`src/rtl/mcu_pkg.sv`:
```
// Shared command codes, header bytes and channel state encoding for the
// rocstar clock-counter emulation.
package mcu_pkg;

    localparam logic [3:0] CMD_NOP  = 4'h0;
    localparam logic [3:0] CMD_CLR  = 4'h1;
    localparam logic [3:0] CMD_SNAP = 4'h2;
    localparam logic [3:0] CMD_PING = 4'h3;

    localparam logic [7:0] HDR_SNAP = 8'hA5;
    localparam logic [7:0] HDR_PING = 8'hC0;

    typedef enum logic [1:0] {
        ST_IDLE = 2'd0,
        ST_HDR  = 2'd1,
        ST_DATA = 2'd2
    } chan_state_e;

    function automatic logic [7:0] ping_byte(input logic [5:0] chan_id);
        ping_byte = HDR_PING | {2'b00, chan_id};
    endfunction

endpackage

```
`src/rtl/rocstar_clkcnt_emu_chan.sv`:
```
// One emulated rocstar clock counter: free-running counter, edge-detected
// command pipeline and the byte-serial response FSM.
module rocstar_chan
    import mcu_pkg::*;
#(
    parameter int W       = 48,
    parameter int CHAN_ID = 0
) (
    input  logic         clk,
    input  logic         rst_n,
    input  logic [3:0]   cmd_i,
    output logic [7:0]   data_o,
    output logic [W-1:0] cnt_o,
    output logic         busy_o,
    output logic         ovr_o
);

    localparam int              NB      = W / 8;
    localparam int              IW      = $clog2(NB + 1);
    localparam logic [IW-1:0]   IDX_TOP = IW'(NB - 1);
    localparam logic [5:0]      ID6     = 6'(CHAN_ID);

    logic [3:0]    cmd_q;
    logic [3:0]    cmd_qq;
    logic [W-1:0]  cnt_q;
    logic [W-1:0]  snap_q;
    logic [7:0]    data_q;
    logic          busy_q;
    logic          ovr_q;
    logic          ping_q;
    logic [IW-1:0] idx_q;
    chan_state_e   state_q;

    logic          fire;
    logic          is_clr;
    logic          is_burst;
    logic [IW-1:0] idx_m1;
    logic [7:0]    byte_cur;
    logic [7:0]    byte_nxt;

    // A command only fires when the line rises out of NOP.
    assign fire     = (cmd_q != CMD_NOP) && (cmd_qq == CMD_NOP);
    assign is_clr   = fire && (cmd_q == CMD_CLR);
    assign is_burst = fire && ((cmd_q == CMD_SNAP) || (cmd_q == CMD_PING));
    assign idx_m1   = idx_q - IW'(1);
    assign byte_cur = 8'(snap_q >> (8 * idx_q));
    assign byte_nxt = 8'(snap_q >> (8 * idx_m1));

    // Counter, command pipeline and response FSM with registered outputs.
    always_ff @(posedge clk or negedge rst_n) begin
        if (!rst_n) begin
            cmd_q   <= 4'h0;
            cmd_qq  <= 4'h0;
            cnt_q   <= '0;
            snap_q  <= '0;
            data_q  <= 8'h00;
            busy_q  <= 1'b0;
            ovr_q   <= 1'b0;
            ping_q  <= 1'b0;
            idx_q   <= '0;
            state_q <= ST_IDLE;
        end else begin
            cmd_q  <= cmd_i;
            cmd_qq <= cmd_q;

            if (is_clr) begin
                cnt_q <= '0;
                ovr_q <= 1'b0;
            end else begin
                cnt_q <= cnt_q + W'(1);
                if (is_burst && (state_q != ST_IDLE)) begin
                    ovr_q <= 1'b1;
                end else begin
                    ovr_q <= ovr_q;
                end
            end

            case (state_q)
                ST_IDLE: begin
                    if (fire && (cmd_q == CMD_SNAP)) begin
                        snap_q  <= cnt_q;
                        data_q  <= HDR_SNAP;
                        busy_q  <= 1'b1;
                        ping_q  <= 1'b0;
                        idx_q   <= IDX_TOP;
                        state_q <= ST_HDR;
                    end else if (fire && (cmd_q == CMD_PING)) begin
                        data_q  <= ping_byte(ID6);
                        busy_q  <= 1'b1;
                        ping_q  <= 1'b1;
                        state_q <= ST_HDR;
                    end else begin
                        data_q  <= 8'h00;
                        busy_q  <= 1'b0;
                    end
                end
                ST_HDR: begin
                    if (ping_q) begin
                        data_q  <= 8'h00;
                        busy_q  <= 1'b0;
                        state_q <= ST_IDLE;
                    end else begin
                        data_q  <= byte_cur;
                        state_q <= ST_DATA;
                    end
                end
                ST_DATA: begin
                    if (idx_q == '0) begin
                        data_q  <= 8'h00;
                        busy_q  <= 1'b0;
                        state_q <= ST_IDLE;
                    end else begin
                        data_q  <= byte_nxt;
                        idx_q   <= idx_m1;
                    end
                end
                default: begin
                    data_q  <= 8'h00;
                    busy_q  <= 1'b0;
                    state_q <= ST_IDLE;
                end
            endcase
        end
    end

    assign data_o = data_q;
    assign cnt_o  = cnt_q;
    assign busy_o = busy_q;
    assign ovr_o  = ovr_q;

endmodule

```
`src/rtl/rocstar_clkcnt_emu.sv`:
```
// N independent rocstar clock-counter channels; pure port slicing around
// one rocstar_chan per channel.
module rocstar_clkcnt_emu
    import mcu_pkg::*;
#(
    parameter int NCHAN = 8,
    parameter int W     = 48
) (
    input  logic                 clk,
    input  logic                 rst_n,
    input  logic [4*NCHAN-1:0]   cmd_in,
    output logic [8*NCHAN-1:0]   data_out,
    output logic [W*NCHAN-1:0]   cnt,
    output logic [NCHAN-1:0]     busy,
    output logic [NCHAN-1:0]     ovr
);

    for (genvar c = 0; c < NCHAN; c++) begin : g_chan
        rocstar_chan #(
            .W       (W),
            .CHAN_ID (c)
        ) u_chan (
            .clk    (clk),
            .rst_n  (rst_n),
            .cmd_i  (cmd_in[4*c +: 4]),
            .data_o (data_out[8*c +: 8]),
            .cnt_o  (cnt[W*c +: W]),
            .busy_o (busy[c]),
            .ovr_o  (ovr[c])
        );
    end

endmodule

```
`config.mk`:
```
export PLATFORM = sky130hd
export DESIGN_NAME = rocstar_clkcnt_emu
export DESIGN_NICKNAME = d
export VERILOG_FILES = /design/src/rtl/mcu_pkg.sv /design/src/rtl/rocstar_clkcnt_emu_chan.sv /design/src/rtl/rocstar_clkcnt_emu.sv
export SDC_FILE = /design/constraint.sdc
export NUM_CORES = 2
export LEC_CHECK = 0
export ABC_AREA = 1
export CAP_MARGIN = 10
export CORE_MARGIN = 2
export CORE_UTILIZATION = 40
export DETAILED_ROUTE_END_ITERATION = 10
export PLACE_DENSITY = 0.69
export SETUP_SLACK_MARGIN = 0.4
export SLEW_MARGIN = 0
export SYNTH_ARGS = -nofsm -noshare
export SYNTH_HDL_FRONTEND = slang
export SYNTH_SLANG_ARGS = --single-unit
```
`constraint.sdc`:
```
create_clock -name clk -period 6.1 [get_ports clk]
set_input_delay 0.61 -clock clk [delete_from_list [all_inputs] [get_ports clk]]
set_output_delay 0.61 -clock clk [all_outputs]
set_load 0.1 [all_outputs]
```
==> impl_metrics.json <==
{
  "cts_buffer_depth": 3,
  "ys_seq_area_share_pct": 46.4,
  "synth_ff_type": "dfrtp_1",
  "worst-setup-path-type": "flop to flop",
  "rsz0062_at_grt": "false",
  "min_period_over_period_pct": 60.5,
  "synth-edff-count": 0,
  "htree_num_levels": 3,
  "setup_viol": 0,
  "cpMostUsedCell": "inv_1",
  "drc": 0,
  "vias": 49300,
  "cpPeakStageDelay_ns": 1.01,
  "dieArea_um2": 132000,
  "nets": 7728,
  "slew_headroom_pct": 17.7,
  "io_pins": 498,
  "drive_gt1_share_pct": 5.49,
  "tightest_slew_ns": 1.23,
  "viasPerCell": 5.19,
  "overflow": 0,
  "synthCells": 7258,
  "crit_chain": "inv_1 -> ha_1 -> clkinv_1 -> nor2_2 -> inv_1 -> o21ai_0 -> nand2_1 -> nand3_1",
  "yosysTopAreaCell": "dfrtp_1",
  "timing.clock.skew_ns": 0.0378,
  "fillers": 12800,
  "post-place-ws_ns": 2.44,
  "syn-mean-instance-area_um2": 7.13,
  "grt_max_degree": 144,
  "drv_cap": 0,
  "cp.required_ns": 6.73,
  "async_flop_share_pct": 100,
  "wl_um": 176000,
  "dp_hpwl_um": 133000,
  "synth_top_area_share_pct": 46.4,
  "ir_worst_vdd_uv": 558,
  "grt_pass1_vias": 46900,
  "cp.buffers_inverters": 3,
  "cts-root-buf": "clkbuf_16",
  "postRouteAntennaNets": 0,
  "synth_area_leaders": "dfrtp_1 (46%), nand2_1 (16%), nor2_1 (9.1%)",
  "p_leak_nw": 27.5,
  "cts.reportedPaths.clkPinSlew_ns": 0.06,
  "synth_fp_nets": 7316,
  "yosysMostFrequentCell": "nand2_1",
  "netlist_top_cells_count": "nand2_1 (2164), nor2_1 (1256), dfrtp_1 (960)",
  "setup_slack_ns": 2.41,
  "diodes": 0,
  "cp-end-kind": "flop",
  "cp_max_fo": 70,
  "synth_seq_cells": 960,
  "synth_cell_types": 48,
  "grt_pass1_wl_um": 273000,
  "dr.pass1.iters": 6,
  "tns_ns": 0,
  "hold_viol_final": 0,
  "worst_ep_arrival_time_ns": 4.32,
  "cp_slowest_cell": "dfrtp_2",
  "cellPowerDensity_nw_per_um2": 340,
  "yosysWarnings": 0,
  "ctsResizeCount": 0,
  "portBuffers": 497,
  "antenna_found_initial": 0,
  "coreArea_um2": 129000,
  "num_rows": 132,
  "crit_family": "buffers and inverters",
  "netlist_area_um2": 51800,
  "initial_core_util_pct": 40.1,
  "hp-class": "input pin to flop",
  "status": "completed",
  "worst_setup_path_start_kind": "flop",
  "ff2ff_setup_slack_ns": 2.41,
  "grt.total_usage_pct": 26.3,
  "die_h_um": 364,
  "fp.dieW_um": 364,
  "post_cts_buffers": 0,
  "syn2layout_area_growth_pct": 20.1,
  "slew_violations": 0,
  "gp_congestion": 0.974,
  "post-route-min-period_ns": 3.69,
  "cts_tree": "built",
  "clkLatencyLatePin_ns": 0.75,
  "wl_per_cell_um": 18.5,
  "numCtsBuffers": 110,
  "drtIter0Drc": 4525,
  "fmax_ghz": 0.271,
  "cts_sinks": 960
}
[path summary, 6_finish.rpt]
check	depth (start not counted)	endpoint	from
worst min-delay path	1	g_chan[4].u_chan.cmd_q[1]	cmd_in[17]
max in group asynchronous	3	g_chan[2].u_chan.idx_q[0]	rst_n
worst max register to register	8	g_chan[2].u_chan.data_o[0]	g_chan[2].u_chan.idx_q[0]
min in group asynchronous	2	g_chan[5].u_chan.cnt_o[21]	rst_n
worst max-delay path	8	g_chan[2].u_chan.data_o[0]	g_chan[2].u_chan.idx_q[0]
worst min register to register	0	g_chan[6].u_chan.cmd_qq[2]	g_chan[6].u_chan.cmd_q[2]
[cell type report]
cell class	instances	area, µm²	share of cell area (%)
Sequential cell	960	24000	38.6
Inverter	734	2760	4.43
Timing Repair Buffer	533	5290	8.51
Clock buffer	144	3120	5.02
Multi-Input combinational cell	5331	23900	38.5
Tap cell	1742	2180	3.51
Clock inverter	63	853	1.37
[metal layers]
layer / global-route usage [%] / part of all wire, % / up-vias
met5: 0 / 0 / -
met4: 8.83 / 3.4 / 0
met3: 5.08 / 7.3 / 338
met2: 40.9 / 45 / 1764
met1: 36.7 / 45 / 23300
li1: - / - / 23900
[state kept, by name (all words and copies together), names as in the netlist]
name / count
g_chan.u_chan.cnt_o: 384
g_chan.u_chan.cmd_q: 32
g_chan.u_chan.snap_q: 384
g_chan.u_chan.ping_q: 8
g_chan.u_chan.cmd_qq: 32
g_chan.u_chan.data_o: 64
g_chan.u_chan.state_q: 16
g_chan.u_chan.busy_o: 8
g_chan.u_chan.idx_q: 24
g_chan.u_chan.ovr_o: 8
[logic make-up after synthesis]
logic type / count (synthesis) / synth area share (%)
AO/OA/AOI/OAI: 1192 / 12.3
XOR/XNOR: 61 / 1.15
AND/OR/NAND/NOR: 4054 / 32.2
adder cells (fa/ha/maj): 24 / 0.580
flip-flops: 960 / 46.4
buffers and inverters: 967 / 7.40
[cells in the final DEF (no fill, tap or decap), drive strengths merged, types with 11 or more instances in the layout]
master,synthesis,final
a21oi,314,314
buf,121,51
bufinv,0,14
clkbuf,112,144
clkdlybuf4s50,0,481
clkinv,15,48
clkinvlp,0,11
dfrtp,960,960
ha,24,24
inv,719,724
nand2,2189,2189
nand3,302,302
nand4,69,69
nor2,1358,1358
nor3,104,104
o211ai,139,139
o21ai,725,725
xor2,52,52
[where the power goes]
part	leakage, nW	internal [W]	switching, W
combinational	12.6	0.00173	0.00493
sequential	13.0	0.00675	0.000564
clock	1.92	0.00423	0.00293
total	27.5	0.0127	0.00842
[what timing repair did]
action                     CTS  global route
hold endpoints to repair    76             0
setup endpoints to repair    0             0
hold buffers                 1             0
[stage by stage]
step / total power, W / utilization (%) / hold WS [ns] / instance area, µm² / instances
after global placement: 0.0140 / 45.1 / 0.359 / 58200 / 9299
after detailed placement: 0.0140 / 45.1 / 0.361 / 58200 / 9299
final: 0.0211 / 48.2 / 0.301 / 62200 / 9507
after floorplan: 0.0123 / - / 0.314 / 51800 / 7258
after global routing: 0.0223 / 48.2 / 0.264 / 62200 / 9507
after CTS: 0.0212 / 48.2 / 0.244 / 62200 / 9507
Power figures use the tool's default switching activity.
